<file path="src/rtl/vga_pkg.sv">
// Shared VGA definitions: default 640x480 timing, the 16-colour palette
// (12-bit RGB, 4 bits per channel) and the pattern mode encodings.
package vga_pkg;

    localparam int DEF_H_ACTIVE = 640;
    localparam int DEF_H_FP     = 16;
    localparam int DEF_H_SYNC   = 96;
    localparam int DEF_H_BP     = 48;
    localparam int DEF_V_ACTIVE = 480;
    localparam int DEF_V_FP     = 10;
    localparam int DEF_V_SYNC   = 2;
    localparam int DEF_V_BP     = 33;

    localparam logic [1:0] MODE_SOLID    = 2'd0;
    localparam logic [1:0] MODE_BARS     = 2'd1;
    localparam logic [1:0] MODE_CHECKER  = 2'd2;
    localparam logic [1:0] MODE_GRADIENT = 2'd3;

    // Entries are {R[3:0], G[3:0], B[3:0]}; narrower channels keep the MSBs.
    localparam logic [11:0] PALETTE [16] = '{
        12'h000, 12'h00A, 12'h0A0, 12'h0AA,
        12'hA00, 12'hA0A, 12'hA50, 12'hAAA,
        12'h555, 12'h55F, 12'h5F5, 12'h5FF,
        12'hF55, 12'hF5F, 12'hFF5, 12'hFFF
    };

    function automatic int frame_total(input int active, input int fp,
                                       input int sync, input int bp);
        return active + fp + sync + bp;
    endfunction

    localparam int DEF_H_TOTAL = frame_total(DEF_H_ACTIVE, DEF_H_FP, DEF_H_SYNC, DEF_H_BP);
    localparam int DEF_V_TOTAL = frame_total(DEF_V_ACTIVE, DEF_V_FP, DEF_V_SYNC, DEF_V_BP);

endpackage

</file>
<file path="src/rtl/vga_pattern_gen.sv">
// Combinational test-pattern generator: maps mode, palette index and the
// current pixel coordinate to an RGB colour. COLOR_W must not exceed 4.
module vga_pattern_gen
    import vga_pkg::*;
#(
    parameter int H_ACTIVE = DEF_H_ACTIVE,
    parameter int COLOR_W  = 4
)(
    input  logic [1:0]         i_mode,
    input  logic [3:0]         i_sw,
    input  logic [9:0]         i_pix_x,
    input  logic [9:0]         i_pix_y,
    output logic [COLOR_W-1:0] o_r,
    output logic [COLOR_W-1:0] o_g,
    output logic [COLOR_W-1:0] o_b
);

    localparam logic [9:0] BAR_W = 10'(H_ACTIVE / 8);

    logic [2:0]  w_bar_idx;
    logic [11:0] w_sw_rgb;
    logic [11:0] w_bar_rgb;

    assign w_bar_idx = 3'(i_pix_x / BAR_W);
    assign w_sw_rgb  = PALETTE[i_sw];
    assign w_bar_rgb = PALETTE[{1'b0, w_bar_idx}];

    // Pattern select; the checkerboard shows black where bit 5 of x and y differ.
    always_comb begin
        o_r = '0;
        o_g = '0;
        o_b = '0;
        case (i_mode)
            MODE_SOLID: begin
                o_r = w_sw_rgb[11 -: COLOR_W];
                o_g = w_sw_rgb[7 -: COLOR_W];
                o_b = w_sw_rgb[3 -: COLOR_W];
            end
            MODE_BARS: begin
                o_r = w_bar_rgb[11 -: COLOR_W];
                o_g = w_bar_rgb[7 -: COLOR_W];
                o_b = w_bar_rgb[3 -: COLOR_W];
            end
            MODE_CHECKER: begin
                if (i_pix_x[5] ^ i_pix_y[5]) begin
                    o_r = '0;
                    o_g = '0;
                    o_b = '0;
                end else begin
                    o_r = w_sw_rgb[11 -: COLOR_W];
                    o_g = w_sw_rgb[7 -: COLOR_W];
                    o_b = w_sw_rgb[3 -: COLOR_W];
                end
            end
            MODE_GRADIENT: begin
                o_r = i_pix_x[9 -: COLOR_W];
                o_g = i_pix_y[9 -: COLOR_W];
                o_b = '0;
            end
            default: begin
                o_r = '0;
                o_g = '0;
                o_b = '0;
            end
        endcase
    end

endmodule

</file>
<file path="src/rtl/vga_timing_gen_p.sv">
// VGA timing generator: pixel-clock divider, h/v counters, sync/blanking
// decode and registered outputs, with a pattern generator for the colour.
module vga_timing_gen_p
    import vga_pkg::*;
#(
    parameter int H_ACTIVE = DEF_H_ACTIVE,
    parameter int H_FP     = DEF_H_FP,
    parameter int H_SYNC   = DEF_H_SYNC,
    parameter int H_BP     = DEF_H_BP,
    parameter int V_ACTIVE = DEF_V_ACTIVE,
    parameter int V_FP     = DEF_V_FP,
    parameter int V_SYNC   = DEF_V_SYNC,
    parameter int V_BP     = DEF_V_BP,
    parameter int HS_POL   = 0,
    parameter int VS_POL   = 0,
    parameter int CLK_DIV  = 2,
    parameter int COLOR_W  = 4
)(
    input  logic               clk_50,
    input  logic               rst_o,
    input  logic [3:0]         sw,
    input  logic [1:0]         mode,
    output logic               hsync,
    output logic               vsync,
    output logic [COLOR_W-1:0] R,
    output logic [COLOR_W-1:0] G,
    output logic [COLOR_W-1:0] B,
    output logic               video_on,
    output logic [9:0]         pix_x,
    output logic [9:0]         pix_y,
    output logic               frame_start
);

    localparam int H_TOTAL = frame_total(H_ACTIVE, H_FP, H_SYNC, H_BP);
    localparam int V_TOTAL = frame_total(V_ACTIVE, V_FP, V_SYNC, V_BP);
    localparam int DIV_W   = (CLK_DIV > 1) ? $clog2(CLK_DIV) : 1;

    localparam logic [DIV_W-1:0] DIV_LAST = DIV_W'(CLK_DIV - 1);
    localparam logic [10:0] H_LAST  = 11'(H_TOTAL - 1);
    localparam logic [10:0] V_LAST  = 11'(V_TOTAL - 1);
    localparam logic [10:0] H_ACT   = 11'(H_ACTIVE);
    localparam logic [10:0] V_ACT   = 11'(V_ACTIVE);
    localparam logic [10:0] H_SS    = 11'(H_ACTIVE + H_FP);
    localparam logic [10:0] H_SE    = 11'(H_ACTIVE + H_FP + H_SYNC);
    localparam logic [10:0] V_SS    = 11'(V_ACTIVE + V_FP);
    localparam logic [10:0] V_SE    = 11'(V_ACTIVE + V_FP + V_SYNC);
    localparam logic        HS_ACT  = 1'(HS_POL);
    localparam logic        VS_ACT  = 1'(VS_POL);

    logic [DIV_W-1:0]   r_div;
    logic [10:0]        r_hc;
    logic [10:0]        r_vc;
    logic [1:0]         r_mode_q;
    logic               r_hsync;
    logic               r_vsync;
    logic               r_video_on;
    logic               r_frame_start;
    logic [9:0]         r_pix_x;
    logic [9:0]         r_pix_y;
    logic [COLOR_W-1:0] r_r;
    logic [COLOR_W-1:0] r_g;
    logic [COLOR_W-1:0] r_b;

    logic               w_pix_en;
    logic               w_origin;
    logic               w_video;
    logic               w_hs_region;
    logic               w_vs_region;
    logic [1:0]         w_mode_eff;
    logic [COLOR_W-1:0] w_pat_r;
    logic [COLOR_W-1:0] w_pat_g;
    logic [COLOR_W-1:0] w_pat_b;

    // Ticking at divider zero makes the first edge after reset a pixel tick.
    assign w_pix_en    = (r_div == '0);
    assign w_origin    = (r_hc == 11'd0) && (r_vc == 11'd0);
    assign w_video     = (r_hc < H_ACT) && (r_vc < V_ACT);
    assign w_hs_region = (r_hc >= H_SS) && (r_hc < H_SE);
    assign w_vs_region = (r_vc >= V_SS) && (r_vc < V_SE);
    // The origin pixel already uses the freshly captured mode so no frame tears.
    assign w_mode_eff  = w_origin ? mode : r_mode_q;

    vga_pattern_gen #(
        .H_ACTIVE (H_ACTIVE),
        .COLOR_W  (COLOR_W)
    ) u_pattern (
        .i_mode  (w_mode_eff),
        .i_sw    (sw),
        .i_pix_x (r_hc[9:0]),
        .i_pix_y (r_vc[9:0]),
        .o_r     (w_pat_r),
        .o_g     (w_pat_g),
        .o_b     (w_pat_b)
    );

    // Pixel-clock divider.
    always_ff @(posedge clk_50) begin
        if (!rst_o) begin
            r_div <= '0;
        end else if (r_div == DIV_LAST) begin
            r_div <= '0;
        end else begin
            r_div <= r_div + DIV_W'(1);
        end
    end

    // Horizontal/vertical counters; vc steps on the same tick hc wraps.
    always_ff @(posedge clk_50) begin
        if (!rst_o) begin
            r_hc <= 11'd0;
            r_vc <= 11'd0;
        end else if (w_pix_en) begin
            if (r_hc == H_LAST) begin
                r_hc <= 11'd0;
                if (r_vc == V_LAST) begin
                    r_vc <= 11'd0;
                end else begin
                    r_vc <= r_vc + 11'd1;
                end
            end else begin
                r_hc <= r_hc + 11'd1;
            end
        end
    end

    // Frame-synchronous mode capture.
    always_ff @(posedge clk_50) begin
        if (!rst_o) begin
            r_mode_q <= MODE_SOLID;
        end else if (w_pix_en && w_origin) begin
            r_mode_q <= mode;
        end
    end

    // Output register stage: one pixel tick behind hc/vc, all aligned.
    always_ff @(posedge clk_50) begin
        if (!rst_o) begin
            r_hsync       <= ~HS_ACT;
            r_vsync       <= ~VS_ACT;
            r_video_on    <= 1'b0;
            r_frame_start <= 1'b0;
            r_pix_x       <= 10'd0;
            r_pix_y       <= 10'd0;
            r_r           <= '0;
            r_g           <= '0;
            r_b           <= '0;
        end else if (w_pix_en) begin
            r_hsync       <= w_hs_region ? HS_ACT : ~HS_ACT;
            r_vsync       <= w_vs_region ? VS_ACT : ~VS_ACT;
            r_video_on    <= w_video;
            r_frame_start <= w_origin;
            r_pix_x       <= w_video ? r_hc[9:0] : 10'd0;
            r_pix_y       <= w_video ? r_vc[9:0] : 10'd0;
            r_r           <= w_video ? w_pat_r : '0;
            r_g           <= w_video ? w_pat_g : '0;
            r_b           <= w_video ? w_pat_b : '0;
        end
    end

    assign hsync       = r_hsync;
    assign vsync       = r_vsync;
    assign video_on    = r_video_on;
    assign frame_start = r_frame_start;
    assign pix_x       = r_pix_x;
    assign pix_y       = r_pix_y;
    assign R           = r_r;
    assign G           = r_g;
    assign B           = r_b;

endmodule

</file>
<file path="config.mk">
export PLATFORM = sky130hd
export DESIGN_NAME = vga_timing_gen_p
export DESIGN_NICKNAME = d
export VERILOG_FILES = /design/src/rtl/vga_pkg.sv /design/src/rtl/vga_pattern_gen.sv /design/src/rtl/vga_timing_gen_p.sv
export SDC_FILE = /design/constraint.sdc
export NUM_CORES = 1
export LEC_CHECK = 0
export CAP_MARGIN = 20
export CORE_UTILIZATION = 40
export CTS_BUF_LIST = sky130_fd_sc_hd__clkbuf_16
export DETAILED_ROUTE_END_ITERATION = 8
export SLEW_MARGIN = 20
export SYNTH_ARGS = -nofsm -noshare
export SYNTH_HDL_FRONTEND = slang
export SYNTH_HIERARCHICAL = 1
export SYNTH_SLANG_ARGS = --single-unit
</file>
<file path="constraint.sdc">
create_clock -name clk_50 -period 4.3 [get_ports clk_50]
set_input_delay 1.29 -clock clk_50 [delete_from_list [all_inputs] [get_ports clk_50]]
set_output_delay 1.29 -clock clk_50 [all_outputs]
set_load 0.02 [all_outputs]
</file>
==> impl_metrics.sql <==
INSERT INTO impl_metrics (metric_group, metric, value, unit) VALUES
('run_status', 'outcome', 'complete, no violations', ''),
('critical_path', 'crit_path_top_delay_cell', 'clkdlybuf4s50_1', ''),
('timing', 'post-route-min-period', '2950', 'ps'),
('cells_and_area', 'layout.cells.most_common', 'dfxtp_1', ''),
('floorplan', 'floorplan.initialDensity', '42.1', '%'),
('timing', 'final.setup_skew', '4.94', 'ps'),
('global_routing', 'track_usage', '19.6', '%'),
('place', 'placement.cell_area', '3330', 'µm²'),
('timing', 'setup_viol', '0', ''),
('logic_synthesis', 'mappedNetlistNets', '336', ''),
('drt', 'route.final.wire_length', '6940', 'µm'),
('floorplan', 'die-area', '7610', 'µm²'),
('clock_network', 'cts_hold_repair.buffers', '0', ''),
('place', 'dp.final_hpwl', '4710', 'µm'),
('critical_path', 'timing.setup.critical_path_class', 'in2reg', ''),
('logic_synthesis', 'synth.distinct_cells', '57', ''),
('timing', 'timing.slew.headroom', '54.1', '%'),
('cells_and_area', 'stdcell_area', '3620', 'µm²'),
('logic_synthesis', 'synthFlopType', 'dfxtp_1', ''),
('global_routing', 'use_met1', '25.3', '%'),
('drt', 'antenna_left', '0', ''),
('clock_network', 'tritoncts_num_sinks', '61', ''),
('critical_path', 'cp_cell_sequence', 'clkdlybuf4s50_1 -> clkinv_1 -> nor2_2 -> buf_4 -> a22o_1', ''),
('logic_synthesis', 'synth_edf_count', '0', ''),
('global_routing', 'first_pass_grt_wire_length', '11200', 'µm'),
('critical_path', 'worst_setup_path_start_kind', 'input pin', ''),
('critical_path', 'slowest_delay', '560', 'ps'),
('critical_path', 'worst-endpoint-arrival', '3210', 'ps'),
('clock_network', 'tritoncts.num_buffers', '9', ''),
('critical_path', 'worstSetupEndpointType', 'register', ''),
('clock_network', 'tritoncts', 'built', ''),
('flow_run', 'drv_cap', '0', ''),
('timing', 'finalSetupTns', '0', 'ps'),
('cells_and_area', 'num-nets-final', '366', ''),
('global_routing', 'gr-usage-met2', '30.5', '%'),
('timing', 'slew_viol_final', '0', ''),
('floorplan', 'die_height', '87.3', 'µm'),
('clock_network', 'post-cts-setup-buffer-count', '0', ''),
('floorplan', 'floorplan.core_area', '6910', 'µm²'),
('floorplan', 'ioPinCount', '44', ''),
('cells_and_area', 'layout_cell_share_with_drive_strength_beyond_1', '8.08', '%'),
('pwr', 'power-per-cell-area', '393', 'nW/µm²'),
('drt', 'dr_total_vias', '2487', ''),
('timing', 'timing_hold_violations_final', '0', ''),
('global_routing', 'grt_start_max_net_pins', '22', ''),
('timing', 'final.setup.worst_slack', '1350', 'ps'),
('timing', 'unrepaired_setup_endpoints_after_global_routing', 'false', ''),
('clock_network', 'cts_max_level', '3', ''),
('timing', 'tightest_slew', '688', 'ps'),
('critical_path', 'worst_ep_required_time', '4560', 'ps'),
('global_routing', 'first_global_vias', '2299', ''),
('floorplan', 'horizontal_extent_of_the_die', '87.3', 'µm'),
('drt', 'routed_wire_length_per_instance', '15.3', 'µm'),
('logic_synthesis', 'syn-cell-area', '2910', 'µm²'),
('logic_synthesis', 'synth_warnings', '6', ''),
('cells_and_area', 'area_delta_synth_final', '24.4', '%'),
('global_routing', 'top_usage_layer', 'met2', ''),
('clock_network', 'clockRootBuffer', 'clkbuf_16', ''),
('global_routing', 'grt_overflow_total', '0', ''),
('logic_synthesis', 'post_synth.cell_area_avg', '8.97', 'µm²'),
('place', 'place_congestion', '0.760', ''),
('clock_network', 'cts_max_path_buffers', '2', ''),
('clock_network', 'latest_clock_arrival_within_the_worst_skew_pair', '320', 'ps'),
('pwr', 'ir_drop', '0.000276', 'V'),
('timing', 'fmax', '339', 'MHz'),
('cells_and_area', 'most-common-layout-cells', '61 x dfxtp_1, 43 x clkdlybuf4s50_1, 31 x a22o_1', ''),
('global_routing', 'groute.layer.met3.usage', '6.45', '%'),
('logic_synthesis', 'postSynthRegisterBits', '61', ''),
('place', 'io_buffer_count', '43', ''),
('drt', 'drc', '0', ''),
('worst_hold_path', 'worstHoldPathType', 'reg2reg', '');
-- sequential cells by signal (all words and copies together), names as in the netlist --
register / flops
r_hc: 11
r_vc: 11
pix_x: 10
pix_y: 10
B: 4
G: 4
R: 4
r_mode_q: 2
frame_start: 1
hsync: 1
r_div: 1
video_on: 1
vsync: 1
-- area by class of cell --
cell class,instances,area (µm²)
Multi-Input combinational cell,222,1490
Clock buffer,9,225
Tap cell,96,120
Timing Repair Buffer,46,453
Clock inverter,7,57.6
Inverter,14,52.6
Sequential cell,61,1220
Fill cell,670,3290
-- cell families (layout without fill, tap and decap cells) --
| logic type | Yosys count | in the layout | synth area share [%] |
|---|---|---|---|
| XOR/XNOR | 14 | 14 | 4.22 |
| adder cells (fa/ha/maj) | 5 | 5 | 2.07 |
| AO/OA/AOI/OAI | 83 | 83 | 21.0 |
| AND/OR/NAND/NOR | 118 | 118 | 22.8 |
| multiplexers | 2 | 2 | 0.774 |
| flip-flops | 61 | 61 | 42.0 |
| buffers and inverters | 41 | 76 | 7.14 |
-- where the power goes --
part | internal (mW) | total [mW] | leakage, nW | switching [mW]
registers | 0.585 | 0.601 | 0.495 | 0.0154
clock network | 0.438 | 0.679 | 0.139 | 0.241
logic | 0.0648 | 0.142 | 0.668 | 0.0771
total | 1.09 | 1.42 | 1.30 | 0.333
-- synth_stat cells, drive strengths merged (3+ instances only) --
library cell   n  area share, %
dfxtp         61             42
a22o          31            9.3
nand2         25            3.2
nor2          19            2.5
a21oi         18            3.1
clkbuf        15            2.3
nand3         14            2.4
inv           13            1.7
buf           12            3.1
o21ai          9            1.5
o31ai          9            2.3
xnor2          8            2.4
nor3           7            1.2
nand4          6            1.3
nor4           6            1.3
or4            6            1.7
xor2           6            1.8
nor2b          5            1.1
and4           4            1.3
ha             4            1.7
nand4b         4            1.2
or3            4           0.90
and2           3           0.65
nand2b         3           0.65
o211ai         3           0.95
o311ai         3           0.90
-- per-layer routing --
| layer | wire [µm] | share of wire, % |
|---|---|---|
| met1 | 3390 | 49 |
| met2 | 3120 | 45 |
| met3 | 323 | 4.7 |
| met4 | 113 | 1.6 |
| met5 | 0 | 0 |
-- final timing paths --
check / from / to / slack (ps) / cells after the start
setup reg to reg: r_hc[9] / G[1] / 1590 / 8
hold reg to reg: r_mode_q[0] / r_mode_q[0] / 470 / 2
setup / recovery: rst_o / pix_y[8] / 1350 / 5
hold / removal: r_mode_q[0] / r_mode_q[0] / 470 / 2
-- metrics by stage --
stage / util, % / hold WS (ps) / cells / power [mW]
2_1_floorplan: - / 427 / 324 / 0.701
3_3_place_gp: 48.3 / 463 / 439 / 0.753
3_5_place_dp: 48.3 / 454 / 439 / 0.754
4_1_cts: 52.4 / 470 / 455 / 1.43
5_1_grt: 52.4 / 485 / 455 / 1.47
6_report: 52.4 / 472 / 455 / 1.42
-- critical path, delay by kind of cell --
| kind | cells | cell delay [ps] |
|---|---|---|
| buf+inv | 3 | 1220 |
| simple gates | 1 | 520 |
| compound gates | 1 | 180 |
No activity file was read; power rests on OpenSTA's default activity.
